**config.mk**
```make
export PLATFORM = sky130hd
export DESIGN_NAME = load_store_unit
export DESIGN_NICKNAME = d
export VERILOG_FILES = /design/src/rtl/lsu_pkg.sv /design/src/rtl/lsu_lane_ops.sv /design/src/rtl/load_store_unit.sv
export SDC_FILE = /design/constraint.sdc
export NUM_CORES = 1
export LEC_CHECK = 0
export CAP_MARGIN = 10
export CORE_MARGIN = 3
export CORE_UTILIZATION = 30
export CTS_CLUSTER_SIZE = 12
export DETAILED_ROUTE_END_ITERATION = 10
export GPL_TIMING_DRIVEN = 0
export PLACE_DENSITY_LB_ADDON = 0.25
export SETUP_SLACK_MARGIN = 0.5
export SLEW_MARGIN = 10
export SYNTH_ARGS = -nofsm -noshare
export SYNTH_HDL_FRONTEND = slang
export SYNTH_SLANG_ARGS = --single-unit
```
**constraint.sdc**
```tcl
create_clock -name clk -period 1.9 [get_ports clk]
set_input_delay 0.19 -clock clk [delete_from_list [all_inputs] [get_ports clk]]
set_output_delay 0.19 -clock clk [all_outputs]
set_load 0.02 [all_outputs]
```
**src/rtl/lsu_pkg.sv**
```systemverilog
// Shared encodings for the load/store unit: access sizes, FSM states, default memory depth.
package lsu_pkg;

    localparam int unsigned MEM_AW_DEFAULT = 8;

    localparam logic [1:0] SZ_BYTE = 2'd0;
    localparam logic [1:0] SZ_HALF = 2'd1;
    localparam logic [1:0] SZ_WORD = 2'd2;

    typedef enum logic [1:0] {
        StIdle = 2'd0,
        StRd   = 2'd1,
        StWr   = 2'd2,
        StDone = 2'd3
    } lsu_state_e;

    // Size 3 is reserved and always reported as an error.
    function automatic logic lsu_misaligned(input logic [1:0] size, input logic [1:0] off);
        case (size)
            SZ_BYTE: return 1'b0;
            SZ_HALF: return off[0];
            SZ_WORD: return off != 2'b00;
            default: return 1'b1;
        endcase
    endfunction

endpackage

```
**src/rtl/lsu_lane_ops.sv**
```systemverilog
// Little-endian lane handling: load extraction with sign/zero extension and sub-word store merge.
module lsu_lane_ops
    import lsu_pkg::*;
(
    input  logic [31:0] ld_word,
    input  logic [1:0]  ld_off,
    input  logic [1:0]  ld_size,
    input  logic        ld_signed,
    output logic [31:0] ld_data,
    input  logic [31:0] st_old,
    input  logic [31:0] st_new,
    input  logic [1:0]  st_off,
    input  logic [1:0]  st_size,
    output logic [31:0] st_merged
);

    logic [7:0]  ld_byte;
    logic [15:0] ld_half;

    always_comb begin
        ld_byte = ld_word[{ld_off, 3'b000} +: 8];
        ld_half = ld_word[{ld_off[1], 4'b0000} +: 16];
        case (ld_size)
            SZ_BYTE: ld_data = {{24{ld_signed & ld_byte[7]}}, ld_byte};
            SZ_HALF: ld_data = {{16{ld_signed & ld_half[15]}}, ld_half};
            default: ld_data = ld_word;
        endcase
    end

    // Word stores pass straight through; sub-word stores keep the untouched lanes.
    always_comb begin
        st_merged = st_old;
        case (st_size)
            SZ_BYTE: st_merged[{st_off, 3'b000} +: 8]     = st_new[7:0];
            SZ_HALF: st_merged[{st_off[1], 4'b0000} +: 16] = st_new[15:0];
            default: st_merged = st_new;
        endcase
    end

endmodule

```
**src/rtl/load_store_unit.sv**
```systemverilog
// Load/store unit for a single-port word memory; sub-word stores are read-modify-write.
// Optional LSU_BOUNDS_CHECK_EN flags any address beyond the memory as an error.
module load_store_unit
    import lsu_pkg::*;
#(
    parameter int unsigned MEM_AW = MEM_AW_DEFAULT,
    parameter int unsigned DATA_W = 32
) (
    input  logic              clk,
    input  logic              reset,
    input  logic              req_valid,
    output logic              req_ready,
    input  logic              req_we,
    input  logic [1:0]        req_size,
    input  logic              req_signed,
    input  logic [31:0]       req_addr,
    input  logic [DATA_W-1:0] req_wdata,
    output logic              rsp_valid,
    output logic [DATA_W-1:0] rsp_rdata,
    output logic              rsp_err,
    output logic [31:0]       mem_a,
    output logic [DATA_W-1:0] mem_wd,
    output logic              mem_we,
    input  logic [DATA_W-1:0] mem_rd
);

    lsu_state_e        state_q, state_d;
    logic [MEM_AW+1:0] addr_q, addr_d;
    logic [1:0]        size_q, size_d;
    logic              we_q, we_d;
    logic              signed_q, signed_d;
    logic              err_q, err_d;
    logic [DATA_W-1:0] wdata_q, wdata_d;
    logic [DATA_W-1:0] rd_q, rd_d;

    logic              accept;
    logic              req_err;
    logic [31:0]       ld_data;
    logic [31:0]       st_merged;

    assign accept = req_valid && (state_q == StIdle);

`ifdef LSU_BOUNDS_CHECK_EN
    always_comb begin
        req_err = lsu_misaligned(req_size, req_addr[1:0]);
        if (req_addr[31:MEM_AW+2] != '0) begin
            req_err = 1'b1;
        end
    end
`else
    // Upper address bits are dropped so the index wraps around the memory.
    logic unused_addr_hi;
    assign unused_addr_hi = ^req_addr[31:MEM_AW+2];
    assign req_err = lsu_misaligned(req_size, req_addr[1:0]);
`endif

    lsu_lane_ops u_lane_ops (
        .ld_word   (mem_rd),
        .ld_off    (addr_q[1:0]),
        .ld_size   (size_q),
        .ld_signed (signed_q),
        .ld_data   (ld_data),
        .st_old    (rd_q),
        .st_new    (wdata_q),
        .st_off    (addr_q[1:0]),
        .st_size   (size_q),
        .st_merged (st_merged)
    );

    always_ff @(posedge clk) begin
        if (reset) begin
            state_q  <= StIdle;
            addr_q   <= '0;
            size_q   <= SZ_BYTE;
            we_q     <= 1'b0;
            signed_q <= 1'b0;
            err_q    <= 1'b0;
            wdata_q  <= '0;
            rd_q     <= '0;
        end else begin
            state_q  <= state_d;
            addr_q   <= addr_d;
            size_q   <= size_d;
            we_q     <= we_d;
            signed_q <= signed_d;
            err_q    <= err_d;
            wdata_q  <= wdata_d;
            rd_q     <= rd_d;
        end
    end

    always_comb begin
        state_d = state_q;
        case (state_q)
            StIdle: begin
                if (req_valid) begin
                    if (req_err) begin
                        state_d = StDone;
                    end else if (req_we && (req_size == SZ_WORD)) begin
                        state_d = StWr;
                    end else begin
                        state_d = StRd;
                    end
                end
            end
            StRd:    state_d = we_q ? StWr : StDone;
            StWr:    state_d = StDone;
            StDone:  state_d = StIdle;
            default: state_d = StIdle;
        endcase
    end

    always_comb begin
        addr_d   = addr_q;
        size_d   = size_q;
        we_d     = we_q;
        signed_d = signed_q;
        err_d    = err_q;
        wdata_d  = wdata_q;
        rd_d     = rd_q;
        if (accept) begin
            addr_d   = req_addr[MEM_AW+1:0];
            size_d   = req_size;
            we_d     = req_we;
            signed_d = req_signed;
            err_d    = req_err;
            wdata_d  = req_wdata;
        end
        // Stores keep the raw word for merging; loads keep the finished value.
        if (state_q == StRd) begin
            rd_d = we_q ? mem_rd : ld_data;
        end
    end

    always_comb begin
        req_ready = (state_q == StIdle) && !reset;
        rsp_valid = (state_q == StDone) && !reset;
        rsp_err   = rsp_valid && err_q;
        rsp_rdata = (rsp_valid && !we_q && !err_q) ? rd_q : '0;
        mem_a     = {{(32 - MEM_AW){1'b0}}, addr_q[MEM_AW+1:2]};
        mem_we    = (state_q == StWr) && !reset;
        mem_wd    = (state_q == StWr) ? st_merged : '0;
    end

endmodule

```
==> run_results.csv <==
group,metric,value,unit
critical_path,worstPathCellList,"buf_8 > inv_8 > ha_4 > nor3b_4 > and3_4 > buf_6 > a221o_1 > a22o_4 > buf_6",
die,initial_core_util,31.0,%
synth,synthSimpleGateAreaFrac,23.7,%
synth,syn_area,5220,um2
route,wire_per_inst,21.1,um
clock_network,clk_path_buf_depth,2,
clock_network,numCtsBuffers,9,
critical_path,path_common_cell,"buf_6",
grt,grt_max_degree,14,
final_layout,multi_input_area,4480,um2
route,drtIter0Drc,475,
critical_path,worstSetupPathType,"reg2out",
timing,max_slew_margin,43.2,%
synth,synth_edf_count,0,
timing,clock-skew-final,0.00881,ns
power,powerDensity,1210,nW/um2
job,max-cap-violations,0,
final_layout,layout.nets,1036,
critical_path,start_kind,"register",
timing,setup_ws,-0.515,ns
clock_network,path_clk_slew,0.06,ns
synth,ys.flop_type,"dfxtp_1",
route,drc,0,
clock_network,cts_tree,"yes",
route,totalWireLength,24.2,mm
final_layout,final_area,10100,um2
critical_path,cp_top_family,"compound AO/OA/AOI/OAI gates",
critical_path,arrival,2.23,ns
synth,synth-seq-cells,81,
synth,synth_top_family_by_area,"compound AO/OA/AOI/OAI gates",
timing,rsz0062_at_grt,"true",
grt,grt_pass1_vias,5601,
place,gp_congestion,0.895,
die,die_area,19000,um2
critical_path,cp_max_fo,8,
final_layout,area_growth_syn_to_layout,93.3,%
power,ir_drop,0.674,mV
clock_network,clock_latency,0.36,ns
synth,yosys_warnings,0,
final_layout,regArea,1640,um2
final_layout,fillCellCount,1415,
critical_path,critical-path-max-stage-delay,0.35,ns
grt,overflow,0,
final_layout,fin_util,60.0,%
die,coreArea,16800,um2
synth,synth_xor_area_share,0,%
power,p_sw_share,42.1,%
synth,synth-compound-area-share,24.5,%
grt,grt_usage,23.1,%
synth,syn_avg_cell_area,7.88,um2
synth,synth_mux_area_share,8.41,%
power,finalPower,12.2,mW
route,first_pass_iters,5,
route,postRouteAntennaNets,0,
place,io_buffer_count,156,
timing,fin_setup_tns,-18.90,ns
synth,synthAdderAreaFrac,2.40,%
synth,netlist_top_cells_count,"nand2_1, dfxtp_1, a21oi_1",
power,seqPwrFrac,23.6,%
timing,tightest_slew,0.852,ns
run_status,outcome,"complete, but fails checks",
synth,netlist_top_cells_area,"dfxtp_1, nand2_1, a21oi_1",
clock_network,clock-sinks,81,
timing,clock.fmax,0.414,GHz
power,p_sw,5.15,mW
timing,slew_viol_final,0,
power,p_int,7.09,mW
timing,hold_violations,0,
die,chipHeight,138,um
synth,synth_cell_type_count,49,
synth,yosys.area.top_type,"dfxtp_1",
min_path,worst_hold_path_type,"in2reg",
synth,synth_top_cell_area_share,31.1,%
die,die_x,138,um
critical_path,crit_path_end_kind,"primary output",
power,clockPowerShare,14.9,%
timing,post-route-period-util,127,%
grt,antenna_found_initial,0,
place,dp_slack,-0.782,ns
critical_path,crit_required,1.71,ns
clock_network,root_buffer,"clkbuf_16",
die,rows,47,
place,post_dp_cell_area,7560,um2
synth,seq_area_frac_synth,31.1,%
clock_network,h-tree-depth,3,
power,p_leak,4.17,nW
power,combPwrFrac,61.5,%
synth,ys_async_sr_fraction,0,%
route,vias_per_cell,5.37,
die,io_pins,203,
route,vias,6164,
critical_path,slowest_stage,"dfxtp_4",
synth,synth.most_common_cell,"nand2_1",
synth,syn_inst,663,
critical_path,crit_buf_inv,4,
final_layout,drive_gt1_share,53.6,%
run_status,violations,"negative setup slack",
final_layout,antenna_cells,0,
grt,grt_pass1_wl,33.1,mm
place,hpwl,16.0,mm
timing,setup_viol_count_final,79,
timing,min_period,2.42,ns
## area by class of cell
class / instances / share of cell area [%]
multi-input cells: 510 / 44.4
repair buffers: 226 / 24.6
flip-flops and latches: 81 / 16.2
plain buffers: 87 / 8.53
well taps: 220 / 2.73
clock buffers: 11 / 2.40
inverters: 8 / 0.583
clock inverters: 5 / 0.545
## routing by layer
| metal | vias up | GRT usage, % | wire length (um) |
|---|---|---|---|
| met2 | 330 | 36.7 | 11600 |
| met3 | 48 | 5.77 | 2230 |
| met5 | - | 0 | 0 |
| met4 | 0 | 7.30 | 709 |
| li1 | 2835 | - | - |
| met1 | 2951 | 30.9 | 9740 |
## path summary, 6_finish.rpt
check | to | slack, ns | startpoint | depth (start not counted)
max | mem_wd[23] | -0.52 | addr_q[1] | 9
min | wdata_q[31] | 0.38 | req_wdata[31] | 3
max reg2reg | rd_q[27] | -0.13 | addr_q[1] | 9
min reg2reg | addr_q[2] | 0.46 | addr_q[2] | 2
## state kept, by name, indices dropped and copies added, names as in the netlist
register and count:
rd_q 32, wdata_q 32, addr_q 10, size_q 2
state_q 2, err_q 1, signed_q 1, we_q 1
## what timing repair did
| action | in CTS | in global routing |
|---|---|---|
| pin swaps | 67 | 42 |
| resized for setup | 609 | 173 |
| setup endpoints to repair | 157 | 147 |
| hold buffers | 0 | 0 |
| gates cloned | 6 | 6 |
| buffers inserted | 27 | 31 |
## cell families after synthesis
group	after synthesis
AO/OA/AOI/OAI	173
adder cells (fa/ha/maj)	10
buffers and inverters	95
flip-flops	81
multiplexers	42
other	1
AND/OR/NAND/NOR	261
## power groups by stage
stage,sequential [mW],combinational [mW],clock (mW)
2_1_floorplan,2.52,3.34,0
3_3_place_gp,2.82,4.58,0
3_5_place_dp,2.81,4.61,0
4_1_cts,2.83,5.98,1.83
5_1_grt,2.91,7.92,1.92
6_report,2.88,7.53,1.82
## cell usage in the layout (no fill, tap or decap), drive strengths merged, types with 2 or more instances in the layout
cell type,n
buf,205
nand2,133
dfxtp,81
clkdlybuf4s50,79
a21oi,59
and2,43
nor2,39
clkbuf,37
mux2i,27
conb,24
a311oi,16
a221oi,16
o221ai,16
a31oi,15
mux2,15
nor2b,13
ha,10
a221o,8
a22o,8
nand3b,8
o21ai,8
a21boi,8
nor3,8
a211oi,8
o22ai,7
inv,7
or2,4
clkinvlp,3
nand2b,3
nand3,3
nor3b,2
clkinv,2
bufbuf,2
## worst min-delay path: cells and delay by family
| kind | cells | cell delay [ns] |
|---|---|---|
| AOI/OAI and AO/OA | 1 | 0.04 |
| buffers and inverters | 1 | 0.40 |
| and+or+nand+nor | 1 | 0.07 |
## stage by stage
step           hold WS (ns)  cells
2_1_floorplan         0.318    686
3_3_place_gp          0.442   1062
3_5_place_dp          0.447   1062
4_1_cts               0.363   1111
5_1_grt               0.391   1148
6_report              0.383   1148
Note: power is estimated with default switching activity, not from simulation.
